[config.mk]
export PLATFORM = sky130hd
export DESIGN_NAME = pool_engine
export DESIGN_NICKNAME = d
export VERILOG_FILES = /design/src/rtl/pool_engine.sv
export SDC_FILE = /design/constraint.sdc
export NUM_CORES = 1
export LEC_CHECK = 0
export ABC_AREA = 1
export BUFFER_PORTS_ARGS = -buffer_cell sky130_fd_sc_hd__buf_2
export CORE_MARGIN = 2
export CORE_UTILIZATION = 45
export DETAILED_ROUTE_END_ITERATION = 6
export HOLD_SLACK_MARGIN = 0.1
export SETUP_SLACK_MARGIN = 0.5
export SLEW_MARGIN = 30
export SYNTH_ARGS = -nofsm -noshare
export SYNTH_HDL_FRONTEND = slang
export SYNTH_SLANG_ARGS = --single-unit
[constraint.sdc]
create_clock -name clk -period 3.2 [get_ports clk]
set_input_delay 0 -clock clk [delete_from_list [all_inputs] [get_ports clk]]
set_output_delay 0 -clock clk [all_outputs]
set_load 0.02 [all_outputs]
[src/rtl/pool_engine.sv]
// Streaming max/min pooling engine over win*win sample windows.
// Optional global-maximum tracker compiled in when POOL_GMAX_EN is defined.
module pool_engine #(
    parameter int DATA_W = 21,
    parameter int WIN_W  = 4
) (
    input  logic                     clk,
    input  logic                     reset,
    input  logic                     in_valid,
    output logic                     in_ready,
    input  logic signed [DATA_W-1:0] in_data,
    input  logic [WIN_W-1:0]         win,
    input  logic                     mode,
    output logic                     out_valid,
    input  logic                     out_ready,
    output logic signed [DATA_W-1:0] out_data
`ifdef POOL_GMAX_EN
    ,
    output logic signed [DATA_W-1:0] gmax,
    input  logic                     gmax_clear
`endif
);

    localparam int CW = 2 * WIN_W;
    localparam logic [0:0] ST_IDLE = 1'b0;
    localparam logic [0:0] ST_ACC  = 1'b1;
    localparam logic signed [DATA_W-1:0] MOST_NEG =
        {1'b1, {(DATA_W-1){1'b0}}};

    logic [0:0]               state;
    logic [CW-1:0]            cnt;
    logic [CW-1:0]            size_r;
    logic                     mode_r;
    logic signed [DATA_W-1:0] acc;

    logic [WIN_W-1:0]         win_eff;
    logic [CW-1:0]            size_new;
    logic [CW-1:0]            cnt_next;
    logic                     accept;
    logic                     last;
    logic                     better;
    logic signed [DATA_W-1:0] merged;
    logic                     done;
    logic signed [DATA_W-1:0] done_data;

    // Handshake, window sizing and the max/min merge of acc with the new beat
    always_comb begin
        in_ready  = !out_valid || out_ready;
        accept    = in_valid && in_ready;
        win_eff   = (win == '0) ? WIN_W'(1) : win;
        size_new  = CW'(win_eff) * CW'(win_eff);
        cnt_next  = cnt + CW'(1);
        last      = (cnt_next == size_r);
        better    = mode_r ? (in_data < acc) : (in_data > acc);
        merged    = better ? in_data : acc;
        done      = 1'b0;
        done_data = merged;
        if (accept) begin
            if (state == ST_IDLE) begin
                done      = (size_new == CW'(1));
                done_data = in_data;
            end else begin
                done = last;
            end
        end
    end

    // Window accumulation state machine
    always_ff @(posedge clk) begin
        if (reset) begin
            state  <= ST_IDLE;
            cnt    <= '0;
            size_r <= '0;
            mode_r <= 1'b0;
            acc    <= MOST_NEG;
        end else if (accept) begin
            if (state == ST_IDLE) begin
                if (size_new != CW'(1)) begin
                    state  <= ST_ACC;
                    acc    <= in_data;
                    cnt    <= CW'(1);
                    size_r <= size_new;
                    mode_r <= mode;
                end
            end else if (last) begin
                state <= ST_IDLE;
                cnt   <= '0;
            end else begin
                acc <= merged;
                cnt <= cnt_next;
            end
        end
    end

    // Result register, held until the consumer takes it
    always_ff @(posedge clk) begin
        if (reset) begin
            out_valid <= 1'b0;
            out_data  <= '0;
        end else if (done) begin
            out_valid <= 1'b1;
            out_data  <= done_data;
        end else if (out_ready) begin
            out_valid <= 1'b0;
        end
    end

`ifdef POOL_GMAX_EN
    // Running maximum of every accepted sample, independent of windows
    always_ff @(posedge clk) begin
        if (reset) begin
            gmax <= MOST_NEG;
        end else if (gmax_clear) begin
            gmax <= accept ? in_data : MOST_NEG;
        end else if (accept && (in_data > gmax)) begin
            gmax <= in_data;
        end
    end
`endif

endmodule
==> results of run 1 <==
what timing repair did:
action                                  in CTS  in global routing
hold buffers                                27                  0
endpoints found under the setup margin       0                 30
setup buffers                                0                  3
gates resized for setup                      0                  4
hold endpoints to repair                    47                  0
flip-flops by register name (all words and copies together), names as in the netlist:
register / cells
acc: 21
cnt: 8
mode_r: 1
out_data: 21
out_valid: 1
size_r: 7
state: 1
cells by family (layout without fill, tap and decap cells):
logic type / count (synthesis) / count (layout) / synth area share
buf+inv: 136 / 220 / 0.1576
xor+xnor: 6 / 6 / 0.01367
flops: 60 / 60 / 0.3125
simple gates: 279 / 279 / 0.3372
fa+ha+maj: 25 / 25 / 0.08138
compound gates: 69 / 69 / 0.09766
per-layer routing:
metal  share of wire  global-route usage  routed length (um)
met1            0.46              0.2642                4428
met2            0.49              0.3935                4727
met3           0.038             0.03569                 369
met4           0.014             0.08685                 132
met5               0                   0                   0
worst max-delay path by stage:
stage / slack (ps) / start / end
after global routing: 510 / acc[20] / acc[11]
after global placement: 620 / cnt[0] / out_data[20]
after detailed placement: 620 / cnt[0] / state
after floorplan: 1180 / cnt[0] / out_data[19]
after CTS: 600 / cnt[0] / state
final: 820 / cnt[0] / acc[7]
layout by cell type, fill, tap and decap left out, types with 2 or more instances in the layout:
cell	count
nand2_1	161
inv_1	111
dfxtp_1	60
a21oi_1	53
buf_2	52
nand3_1	39
nand4_1	27
dlygate4sd3_1	27
nor2_1	25
ha_1	25
nand3_2	12
clkbuf_8	11
buf_4	10
o21ai_0	5
nand2_2	4
xnor2_1	3
nor2_4	3
xor2_1	3
o22ai_1	3
bufinv_16	3
nor3b_1	2
clkinv_1	2
nor2_2	2
a211oi_1	2
critical path: stages (launching register included):
cell and delay [ps]:
dfxtp_1 460, ha_1 320, nand3_1 100, nand2_1 70, nand2_1 90, xnor2_1 240
a21oi_4 60, nand4_1 70, nand2_1 70, inv_1 310, buf_4 280, nand3_1 100
nand2_1 60, inv_1 40
power by group through the flow:
| stage | logic, mW | clock network, mW | registers [mW] |
|---|---|---|---|
| floorplan | 0.422 | 0 | 0.889 |
| global placement | 0.579 | 0 | 0.866 |
| detailed placement | 0.584 | 0 | 0.868 |
| CTS | 0.612 | 0.885 | 0.851 |
| global route | 0.704 | 0.916 | 0.859 |
| finish | 0.618 | 0.868 | 0.851 |
layout make-up:
type                            instances  area (um^2)  share of cell area
Inverter                              115        444.2             0.09492
Clock inverter                          4        95.09             0.02032
Tap cell                              105        131.4             0.02807
Sequential cell                        60         1201              0.2567
Clock buffer                           12        155.1             0.03316
Multi-Input combinational cell        379         2047              0.4374
Timing Repair Buffer                   89        605.6              0.1294
stage by stage:
step / instances / worst slack [ps] / utilization / power [mW] / hold WS (ps)
after floorplan: 575 / 1182 / - / 1.310 / 134.9
after global placement: 718 / 618.8 / 0.4988 / 1.445 / 239.4
after detailed placement: 718 / 615.3 / 0.4988 / 1.451 / 242.6
after CTS: 761 / 601.8 / 0.5618 / 2.348 / 100.3
after global routing: 764 / 511.1 / 0.5667 / 2.479 / 155.5
final: 764 / 823.0 / 0.5667 / 2.336 / 101.9
==> results by group, run 1 <==
Finish
  – Synth-to-Final Area Change: 21.74%
  – Design area: 4679 um^2
  – Post-layout nets: 709
  – Share of layout cells above drive strength 1: 0.1548
  – Fillers: 845
  – Ant diodes: 0

Synth
  – Synth cell types: 39
  – Post-synth top cells: nand2_1, inv_1, dfxtp_1
  – Post-synthesis sequential area ratio: 0.3125
  – Cell with the most instances after synthesis: nand2_1
  – Synthesis-stage register bit count: 60
  – Yosys top cell by area: dfxtp_1
  – Post-synth ARST share: 0
  – Number of enable flip-flop cells after synthesis: 0
  – Synth area leaders: dfxtp_1, nand2_1, inv_1
  – Post-Syn Area: 3844 um^2
  – Yosys top cell area share: 0.3125
  – Synth Area per Inst: 6.685 um^2
  – Cells after Synth: 575
  – Yosys Warn Count: 0
  – Main flop type after synthesis: dfxtp_1
  – Synth Net Count: 630

Setup path
  – WP data arrival: 2610 ps
  – FF-to-FF path depth: 13
  – RR Startpoint: cnt[0]
  – CP Capture Type: flip-flop
  – Crit Path Class: reg -> reg
  – Startpoint Class: flip-flop
  – CP required: 3440 ps
  – Worst R2R End: acc[7]
  – CP Max Fanout: 12
  – Worst reg2reg setup slack: 820 ps

Detailed routing
  – DRC Markers: 0
  – ANT nets after route: 0
  – Router iterations before antenna repair: 4
  – Via Count: 3782
  – Initial drt markers: 84
  – Avg WL per Cell: 12.64 um
  – Vias per cell: 4.950
  – Final WL: 9.658 mm

Clock tree
  – CTS buffer count: 9
  – CTS clock-pin slew for the worst setup and hold paths: 60 ps
  – Clock tree from TritonCTS: done
  – Sinks on Clock Net: 60
  – CTS Buffer Depth: 2
  – Clock root buffer: clkbuf_8
  – H-tree Lvls: 3
  – Clk_lat worst skew: 340 ps

Placement
  – Port Buf Inserts: 52
  – Placed cell areas: 4119 um^2
  – HPWL Detailed: 6.659 mm
  – Routability cong.: 0.8129

Timing
  – Period utilization: 0.7428
  – Worst-Margin Slew: 793.9 ps
  – Final slew viol count: 0
  – Highest clock rate: 420.7 MHz
  – Final Hold Fails: 0
  – RSZ-0062 raised after global routing: no
  – Final setup viols: 0
  – Setup_tns: 0 ps
  – Slew headroom: 0.4708
  – Worst Clk Skew: 12.27 ps
  – Minimum clock period: 2377 ps

Power and ir drop
  – Switching power share of the total: 0.3157
  – Peak VDD IR: 0.2713 mV
  – Reg power frac: 0.364
  – Logic pwr share: 0.264
  – Clock Power Share: 0.372
  – Switching Power: 0.7377 mW
  – P_leak: 2.441 nW
  – Internal power: 1.599 mW
  – Power density cells: 499.3 nW/um^2

Die
  – Die X: 96.42 um
  – Die height: 96.42 um
  – Std-Cell Rows: 33
  – Starting density of the core: 0.4655
  – I/O pin total: 53
  – Core area: 8258 um^2
  – Die area: 9297 um^2

Status
  – Outcome: finished clean

Worst hold path
  – Worst Hold Path EP: state
  – Hold Crit Depth: 4
  – Hold_sp: in_valid
  – Worst hold path class: in -> reg

Global route
  – GRT overflow: 0
  – First-pass GRT wire length: 15.81 mm
  – Vias in the first global route: 3470
  – Largest net degree at the start of global routing: 37
  – Initial antenna violation count: 0
  – Total Routing Usage GR: 0.2207

Job
  – Max-cap violations: 0
No activity file was read; power rests on OpenSTA's default activity.
==> run 2: changes to the inputs <==
--- a/config.mk
+++ b/config.mk
@@ -5,12 +5,13 @@
 export SDC_FILE = /design/constraint.sdc
 export NUM_CORES = 1
 export LEC_CHECK = 0
-export ABC_AREA = 1
+export ABC_AREA = 0
 export BUFFER_PORTS_ARGS = -buffer_cell sky130_fd_sc_hd__buf_2
 export CORE_MARGIN = 2
 export CORE_UTILIZATION = 45
 export DETAILED_ROUTE_END_ITERATION = 6
 export HOLD_SLACK_MARGIN = 0.1
+export PLACE_DENSITY = 0.68
 export SETUP_SLACK_MARGIN = 0.5
 export SLEW_MARGIN = 30
 export SYNTH_ARGS = -nofsm -noshare
==> constraint.sdc (replaced) <==
create_clock -name clk -period 2.1 [get_ports clk]
set_input_delay 0 -clock clk [delete_from_list [all_inputs] [get_ports clk]]
set_output_delay 0 -clock clk [all_outputs]
set_load 0.02 [all_outputs]
==> results by group, run 2 <==
Synth
  – Yosys Warn Count: 0 (unchanged)
  – Cells after Synth: 428 (was 575)
  – Adder-cell area share of the yosys netlist: 0.08463 (was 0.08138)
  – Synth Area per Inst: 8.636 um^2 (was 6.685 um^2)
  – Post-synthesis sequential area ratio: 0.3250 (was 0.3125)
  – Yosys top cell by area: dfxtp_1 (unchanged)
  – Simple-Gate Fraction of Synth Area: 0.2288 (was 0.3372)
  – Synthesis-stage register bit count: 60 (unchanged)
  – Synth cell types: 50 (was 39)
  – Post-synthesis mux area share: 0.07041 (was 0)
  – Post-Syn Area: 3696 um^2 (was 3844 um^2)
  – Synth Net Count: 483 (was 630)
  – Post-synth ARST share: 0 (unchanged)
  – Fraction of synthesized cell area in xor and xnor cells: 0.02539 (was 0.01367)
  – Synth area leaders: dfxtp_1, ha_1, nand2b_1 (was dfxtp_1, nand2_1, inv_1)
  – Main combinational cell family by area after synthesis: simple AND/OR/NAND/NOR gates (unchanged)
  – Number of enable flip-flop cells after synthesis: 0 (unchanged)
  – Yosys top cell area share: 0.3250 (was 0.3125)
  – Main flop type after synthesis: dfxtp_1 (unchanged)
  – Post-synth top cells: dfxtp_1, nand2b_1, nor2_1 (was nand2_1, inv_1, dfxtp_1)
  – Synth Area in Compound Gates: 0.2045 (was 0.09766)
  – Cell with the most instances after synthesis: dfxtp_1 (was nand2_1)

Setup path
  – Crit path buffers/inverters: 2 (was 3)
  – WP data arrival: 3160 ps (was 2610 ps)
  – CP Capture Type: flip-flop (unchanged)
  – Family with the most delay on the worst path: compound AO/OA/AOI/OAI gates (was buffers and inverters)
  – CP Max Fanout: 8 (was 12)
  – Crit Path Class: reg -> reg (unchanged)
  – Worst setup startpoint: acc[17] (was cnt[0])
  – Slowest-stage cell, CP: or4_4 (was dfxtp_1)
  – Startpoint Class: flip-flop (unchanged)
  – CP required: 2370 ps (was 3440 ps)
  – RR Startpoint: acc[17] (was cnt[0])
  – Worst path max stage delay: 520 ps (was 460 ps)
  – CP cell instances: inv_1 > ha_1 > nand4_1 > or4_4 > a211o_1 > and4_4 > o41a_4 > a21oi_4 > buf_8 > mux2i_1 (was ha_1 > nand3_1 > nand2_1 > nand2_1 > xnor2_1 > a21oi_4 > nand4_1 > nand2_1 > inv_1 > buf_4 > nand3_1 > nand2_1 > inv_1)

Clock tree
  – Clock root buffer: clkbuf_8 (unchanged)
  – CTS Buffer Depth: 2 (unchanged)
  – Clk_lat worst skew: 350 ps (was 340 ps)
  – CTS clock-pin slew for the worst setup and hold paths: 70 ps (was 60 ps)
  – Clock tree from TritonCTS: done (unchanged)
  – H-tree Lvls: 3 (unchanged)
  – Sinks on Clock Net: 60 (unchanged)
  – CTS buffer count: 9 (unchanged)

Timing
  – Final Hold Fails: 0 (unchanged)
  – Slew headroom: 0.6513 (was 0.4708)
  – Final setup viols: 51 (was 0)
  – Period utilization: 1.379 (was 0.7428)
  – Final slew viol count: 0 (unchanged)
  – Worst-Margin Slew: 523.1 ps (was 793.9 ps)
  – RSZ-0062 raised after global routing: yes (was no)
  – Setup slack after layout: -796.5 ps (was 823.0 ps)
  – Highest clock rate: 345.2 MHz (was 420.7 MHz)
  – Worst Clk Skew: 7.626 ps (was 12.27 ps)
  – Minimum clock period: 2896 ps (was 2377 ps)

Finish
  – Fillers: 546 (was 845)
  – Commonest cells after routing, fill and taps aside: buf_4, buf_2, dfxtp_1, nand2b_1, nor2_1 (was nand2_1, inv_1, dfxtp_1, a21oi_1, buf_2)
  – Share of layout cells above drive strength 1: 0.4570 (was 0.1548)
  – FF+latch area: 1224 um^2 (was 1201 um^2)
  – Area of the multi-input gates: 2895 um^2 (was 2047 um^2)
  – Top Registers: acc: 21 flops, out_data: 21 flops, cnt: 8 flops (unchanged)
  – Synth-to-Final Area Change: 63.91% (was 21.74%)
  – Post-layout nets: 656 (was 709)
  – Commonest non-fill, non-tap cell in the layout: buf_4 (was nand2_1)
  – Ant diodes: 0 (unchanged)

Job
  – Max-cap violations: 0 (unchanged)

Placement
  – Routability cong.: 0.8913 (was 0.8129)
  – Port Buf Inserts: 52 (unchanged)
  – Setup WS pre-CTS: -765.4 ps (was 615.3 ps)
  – HPWL Detailed: 6.601 mm (was 6.659 mm)

Worst hold path
  – Worst hold path class: in -> reg (unchanged)
  – Hold_sp: win[1] (was in_valid)

Detailed routing
  – Router iterations before antenna repair: 4 (unchanged)
  – Avg WL per Cell: 17.09 um (was 12.64 um)
  – Vias per cell: 5.560 (was 4.950)
  – ANT nets after route: 0 (unchanged)
  – Final WL: 12.11 mm (was 9.658 mm)
  – DRC Markers: 0 (unchanged)
  – Initial drt markers: 185 (was 84)
  – Via Count: 3942 (was 3782)

Power and ir drop
  – Total power after layout: 3.365 mW (was 2.336 mW)
  – Clock Power Share: 0.289 (was 0.372)
  – Peak VDD IR: 0.3374 mV (was 0.2713 mV)
  – Power density cells: 555.5 nW/um^2 (was 499.3 nW/um^2)
  – Switching power share of the total: 0.3187 (was 0.3157)
  – Logic pwr share: 0.334 (was 0.264)
  – Reg power frac: 0.377 (was 0.364)
  – Internal power: 2.293 mW (was 1.599 mW)
  – P_leak: 2.472 nW (was 2.441 nW)
  – Switching Power: 1.073 mW (was 0.7377 mW)

Status
  – Failing checks: setup timing
  – Outcome: finished, violations left (was finished clean)

Die
  – Starting density of the core: 0.4567 (was 0.4655)
  – Core area: 8093 um^2 (was 8258 um^2)
  – Std-Cell Rows: 33 (unchanged)
  – Die X: 94.63 um (was 96.42 um)
  – Die area: 8954 um^2 (was 9297 um^2)
  – I/O pin total: 53 (unchanged)
  – Die height: 94.63 um (was 96.42 um)

Global route
  – Vias in the first global route: 3967 (was 3470)
  – Initial antenna violation count: 0 (unchanged)
  – Total Routing Usage GR: 0.2679 (was 0.2207)
  – First-pass GRT wire length: 18.62 mm (was 15.81 mm)
  – GRT overflow: 0 (unchanged)
  – Largest net degree at the start of global routing: 57 (was 37)
run 2: changes by cell type in the layout (fill, tap and decap cells not counted), sizes merged, moves of 25 or more:
cell,previous run,this run
mux2i,0,26
nand3,52,5
nand2b,0,43
inv,112,25
nor2b,0,25
buf,62,162
a21oi,54,20
nand2,165,12
run 2: logic make-up (layout without fill, tap and decap cells):
kind of cell / count (synthesis) / count (layout)
AOI/OAI and AO/OA: 98 / 99
muxes: 26 / 26
buffers and inverters: 54 / 226
DFF: 60 / 60
and+or+nand+nor: 156 / 159
adders and majority gates: 25 / 25
xor gates and xnor gates: 9 / 9
run 2: path summary, 6_finish.rpt:
check / to / slack [ps] / cells after the start
max: acc[1] / -800 / 10
min reg2reg: acc[9] / 500 / 2
max reg2reg: acc[1] / -800 / 10
min: size_r[0] / 110 / 5
run 2: cell type report:
| type | count | area share |
|---|---|---|
| Clock buffer | 12 | 0.02726 |
| Clock inverter | 2 | 0.001652 |
| Inverter | 25 | 0.01549 |
| Multi-Input combinational cell | 318 | 0.4779 |
| Sequential cell | 60 | 0.2020 |
| Tap cell | 105 | 0.02169 |
| Timing Repair Buffer | 187 | 0.2540 |
run 2: worst min-delay path, delay by kind of cell:
family,cells,cell delay (ps)
compound gates,1,70
simple gates,2,130
buf+inv,2,200
run 2: layer usage:
layer,wire length [um],vias up,GRT usage
met3,570,43,0.05188
met4,425,0,0.1123
li1,-,1883,-
met5,0,-,0
met1,4974,1891,0.3196
met2,6145,125,0.4681
run 2: power by group through the flow:
stage / clock network [mW] / logic, mW / registers, mW
2_1_floorplan: 0 / 0.476 / 1.32
3_3_place_gp: 0 / 0.806 / 1.28
3_5_place_dp: 0 / 0.824 / 1.29
4_1_cts: 0.986 / 1.03 / 1.26
5_1_grt: 1.04 / 1.20 / 1.28
6_report: 0.973 / 1.12 / 1.27
run 2: what timing repair did:
item | CTS | global route
gates cloned | 8 | 0
pin swaps | 30 | 23
setup endpoints to repair | 51 | 54
hold buffers | 25 | 0
setup buffers | 10 | 9
hold endpoints to repair | 26 | 0
resized for setup | 58 | 36
run 2: through the flow:
stage / hold WS (ps) / instances / util / setup TNS (ps) / area [um^2]
finish: 107.4 / 709 / 0.7486 / -32570 / 6058
global placement: 269.8 / 643 / 0.6087 / -26560 / 4926
detailed placement: 291.2 / 643 / 0.6087 / -30030 / 4926
CTS: 101.5 / 700 / 0.7206 / -28800 / 5832
floorplan: 147.2 / 428 / - / -24460 / 4006
global route: 129.7 / 709 / 0.7486 / -36090 / 6058
==> run 3: changes to the inputs <==
--- a/config.mk
+++ b/config.mk
@@ -11,7 +11,7 @@
 export CORE_UTILIZATION = 45
 export DETAILED_ROUTE_END_ITERATION = 6
 export HOLD_SLACK_MARGIN = 0.1
-export PLACE_DENSITY = 0.68
+export PLACE_DENSITY = 0.65
 export SETUP_SLACK_MARGIN = 0.5
 export SLEW_MARGIN = 30
 export SYNTH_ARGS = -nofsm -noshare
==> constraint.sdc (replaced) <==
create_clock -name clk -period 2.75 [get_ports clk]
set_input_delay 0 -clock clk [delete_from_list [all_inputs] [get_ports clk]]
set_output_delay 0 -clock clk [all_outputs]
set_load 0.02 [all_outputs]
==> results by group, run 3 (synthesized netlist as in run 2, its figures left out) <==
Status
  – Outcome: finished, violations left (unchanged)
  – Failing checks: setup timing (unchanged)

Clock tree
  – CTS clock-pin slew for the worst setup and hold paths: 70 ps (about the same)
  – CTS Buffer Depth: 2 (unchanged)
  – H-tree Lvls: 3 (unchanged)
  – CTS buffer count: 9 (unchanged)
  – Clk_lat worst skew: 350 ps (about the same)
  – Clock tree from TritonCTS: done (unchanged)
  – Sinks on Clock Net: 60 (unchanged)
  – Clock root buffer: clkbuf_8 (unchanged)

Global route
  – Vias in the first global route: 3781 (was 3967)
  – GRT overflow: 0 (unchanged)
  – First-pass GRT wire length: 18.74 mm (was 18.62 mm)
  – Total Routing Usage GR: 0.2717 (was 0.2679)
  – Initial antenna violation count: 0 (unchanged)
  – Largest net degree at the start of global routing: 32 (was 57)

Setup path
  – CP Max Fanout: 6 (was 8)
  – RR Startpoint: acc[11] (was acc[17])
  – Slowest-stage cell, CP: or4_4 (unchanged)
  – CP Capture Type: flip-flop (unchanged)
  – Startpoint Class: flip-flop (unchanged)
  – Crit Path Class: reg -> reg (unchanged)
  – Worst path max stage delay: 470 ps (was 520 ps)
  – WP data arrival: 3250 ps (was 3160 ps)
  – Worst R2R End: acc[11] (was acc[1])
  – FF-to-FF path depth: 11 (was 10)
  – Worst path depth: 11 (was 10)
  – Crit path to: acc[11] (was acc[1])
  – CP required: 3020 ps (was 2370 ps)
  – CP cell instances: inv_1 > ha_1 > nand4_1 > or4_4 > a211o_1 > and4_4 > o41a_1 > buf_6 > a21oi_4 > clkbuf_16 > mux2i_1 (was inv_1 > ha_1 > nand4_1 > or4_4 > a211o_1 > and4_4 > o41a_4 > a21oi_4 > buf_8 > mux2i_1)
  – Family with the most delay on the worst path: compound AO/OA/AOI/OAI gates (unchanged)
  – Crit path buffers/inverters: 3 (was 2)
  – Worst setup startpoint: acc[11] (was acc[17])
  – Worst reg2reg setup slack: -230 ps (was -800 ps)

Timing
  – Final slew viol count: 0 (unchanged)
  – RSZ-0062 raised after global routing: yes (unchanged)
  – Setup slack after layout: -234.7 ps (was -796.5 ps)
  – Final Hold Fails: 0 (unchanged)
  – Highest clock rate: 335.0 MHz (was 345.2 MHz)
  – Minimum clock period: 2985 ps (was 2896 ps)
  – Final setup viols: 42 (was 51)
  – Slew headroom: 0.5478 (was 0.6513)
  – Period utilization: 1.085 (was 1.379)
  – Worst-Margin Slew: 678.4 ps (was 523.1 ps)
  – Worst Clk Skew: 8.923 ps (was 7.626 ps)

Power and ir drop
  – Reg power frac: 0.379 (was 0.377)
  – Internal power: 1.702 mW (was 2.293 mW)
  – Power density cells: 422.4 nW/um^2 (was 555.5 nW/um^2)
  – Switching Power: 0.8649 mW (was 1.073 mW)
  – Clock Power Share: 0.272 (was 0.289)
  – Peak VDD IR: 0.2863 mV (was 0.3374 mV)
  – Logic pwr share: 0.349 (was 0.334)
  – Switching power share of the total: 0.3370 (was 0.3187)
  – Total power after layout: 2.566 mW (was 3.365 mW)
  – P_leak: 2.300 nW (was 2.472 nW)

Finish
  – Design area: 6076 um^2 (was 6058 um^2)
  – Ant diodes: 0 (unchanged)
  – Share of layout cells above drive strength 1: 0.4100 (was 0.4570)
  – Fillers: 520 (was 546)
  – Commonest cells after routing, fill and taps aside: buf_2, dfxtp_1, nand2b_1, nor2_1, buf_4 (was buf_4, buf_2, dfxtp_1, nand2b_1, nor2_1)
  – Non-filler instance count after layout: 666 (was 709)
  – Synth-to-Final Area Change: 64.39% (was 63.91%)
  – Post-layout nets: 613 (was 656)
  – Commonest non-fill, non-tap cell in the layout: buf_2 (was buf_4)
  – Top Registers: acc: 21 flops, out_data: 21 flops, cnt: 8 flops (unchanged)

Die
  – I/O pin total: 53 (unchanged)
  – Starting density of the core: 0.4567 (unchanged)
  – Std-Cell Rows: 33 (unchanged)
  – Die X: 94.63 um (unchanged)
  – Die height: 94.63 um (unchanged)
  – Core area: 8093 um^2 (unchanged)
  – Die area: 8954 um^2 (unchanged)

Detailed routing
  – Vias per cell: 5.781 (was 5.560)
  – Router iterations before antenna repair: 4 (unchanged)
  – DRC Markers: 0 (unchanged)
  – Avg WL per Cell: 19.32 um (was 17.09 um)
  – Initial drt markers: 177 (was 185)
  – Final WL: 12.87 mm (was 12.11 mm)
  – ANT nets after route: 0 (unchanged)
  – Via Count: 3850 (was 3942)

Placement
  – Port Buf Inserts: 52 (unchanged)
  – Placed Cells: 590 (was 643)
  – Routability cong.: 0.8246 (was 0.8913)
  – HPWL Detailed: 6.231 mm (was 6.601 mm)
  – Placed cell areas: 4491 um^2 (was 4926 um^2)

Worst hold path
  – Worst hold path class: in -> reg (unchanged)

Job
  – Max-cap violations: 0 (unchanged)
run 3: changes by cell type in the layout (fill, tap and decap cells not counted), moves of 3 or more:
cell,before,now
ha_4,6,10
a211oi_2,10,5
buf_4,86,38
a211oi_4,12,18
a2111oi_2,17,2
a2111oi_4,4,19
ha_1,19,15
buf_8,3,0
a21oi_1,11,14
a21oi_2,7,4
dlygate4sd3_1,25,29
run 3: power by group through the flow:
stage | Sequential (mW) | Combinational, mW | Clock, mW
5_1_grt | 0.980 | 0.951 | 0.731
6_report | 0.974 | 0.895 | 0.697
2_1_floorplan | 1.01 | 0.360 | 0
3_5_place_dp | 0.986 | 0.577 | 0
3_3_place_gp | 0.984 | 0.561 | 0
4_1_cts | 0.968 | 0.780 | 0.699
run 3: metrics by stage:
step / util / hold slack [ps] / setup TNS, ps / setup WS [ps]
after global routing: 0.7508 / 131.5 / -9661 / -309.9
final: 0.7508 / 117.1 / -6683 / -234.7
after CTS: 0.7104 / 105.8 / -577.5 / -57.19
after detailed placement: 0.5549 / 280.3 / -1835 / -125.6
after global placement: 0.5549 / 272.8 / -32.82 / -27.14
after floorplan: - / 147.5 / 0 / 43.68
run 3: final cells by class:
| class | instances | area [um^2] | area share |
|---|---|---|---|
| Clock inverter | 3 | 15.01 | 0.002471 |
| Tap cell | 105 | 131.4 | 0.02162 |
| Multi-Input combinational cell | 318 | 3168 | 0.5214 |
| Timing Repair Buffer | 144 | 1304 | 0.2146 |
| Clock buffer | 11 | 141.4 | 0.02327 |
| Sequential cell | 60 | 1222 | 0.2012 |
| Inverter | 25 | 93.84 | 0.01544 |
run 3: layer usage:
layer  vias up  wire, um  global-route usage
met5         -         0                   0
met4         0       566              0.1111
met3        44       504             0.03432
met2       110      6742              0.4941
li1       1793         -                   -
met1      1903      5053              0.3207
run 3: worst min-delay path by stage:
stage,startpoint,to,slack [ps],cells after the start
floorplan,mode,mode_r,150,2
CTS,in_data[10],out_data[10],110,3
global route,in_data[10],out_data[10],130,3
finish,in_data[10],out_data[10],120,3
detailed placement,mode,mode_r,280,3
global placement,mode,mode_r,270,3
run 3: repair_timing:
item | CTS | global route
gates cloned | 10 | 1
setup endpoints to repair | 50 | 51
hold buffers | 29 | 0
hold endpoints to repair | 46 | 0
pin swaps | 39 | 21
gates resized for setup | 82 | 37
buffers inserted | 14 | 8
run 3: worst min-delay path, delay by kind of cell:
kind	cells	cell delay, ps
AOI/OAI and AO/OA	2	270
buffers and inverters	1	140
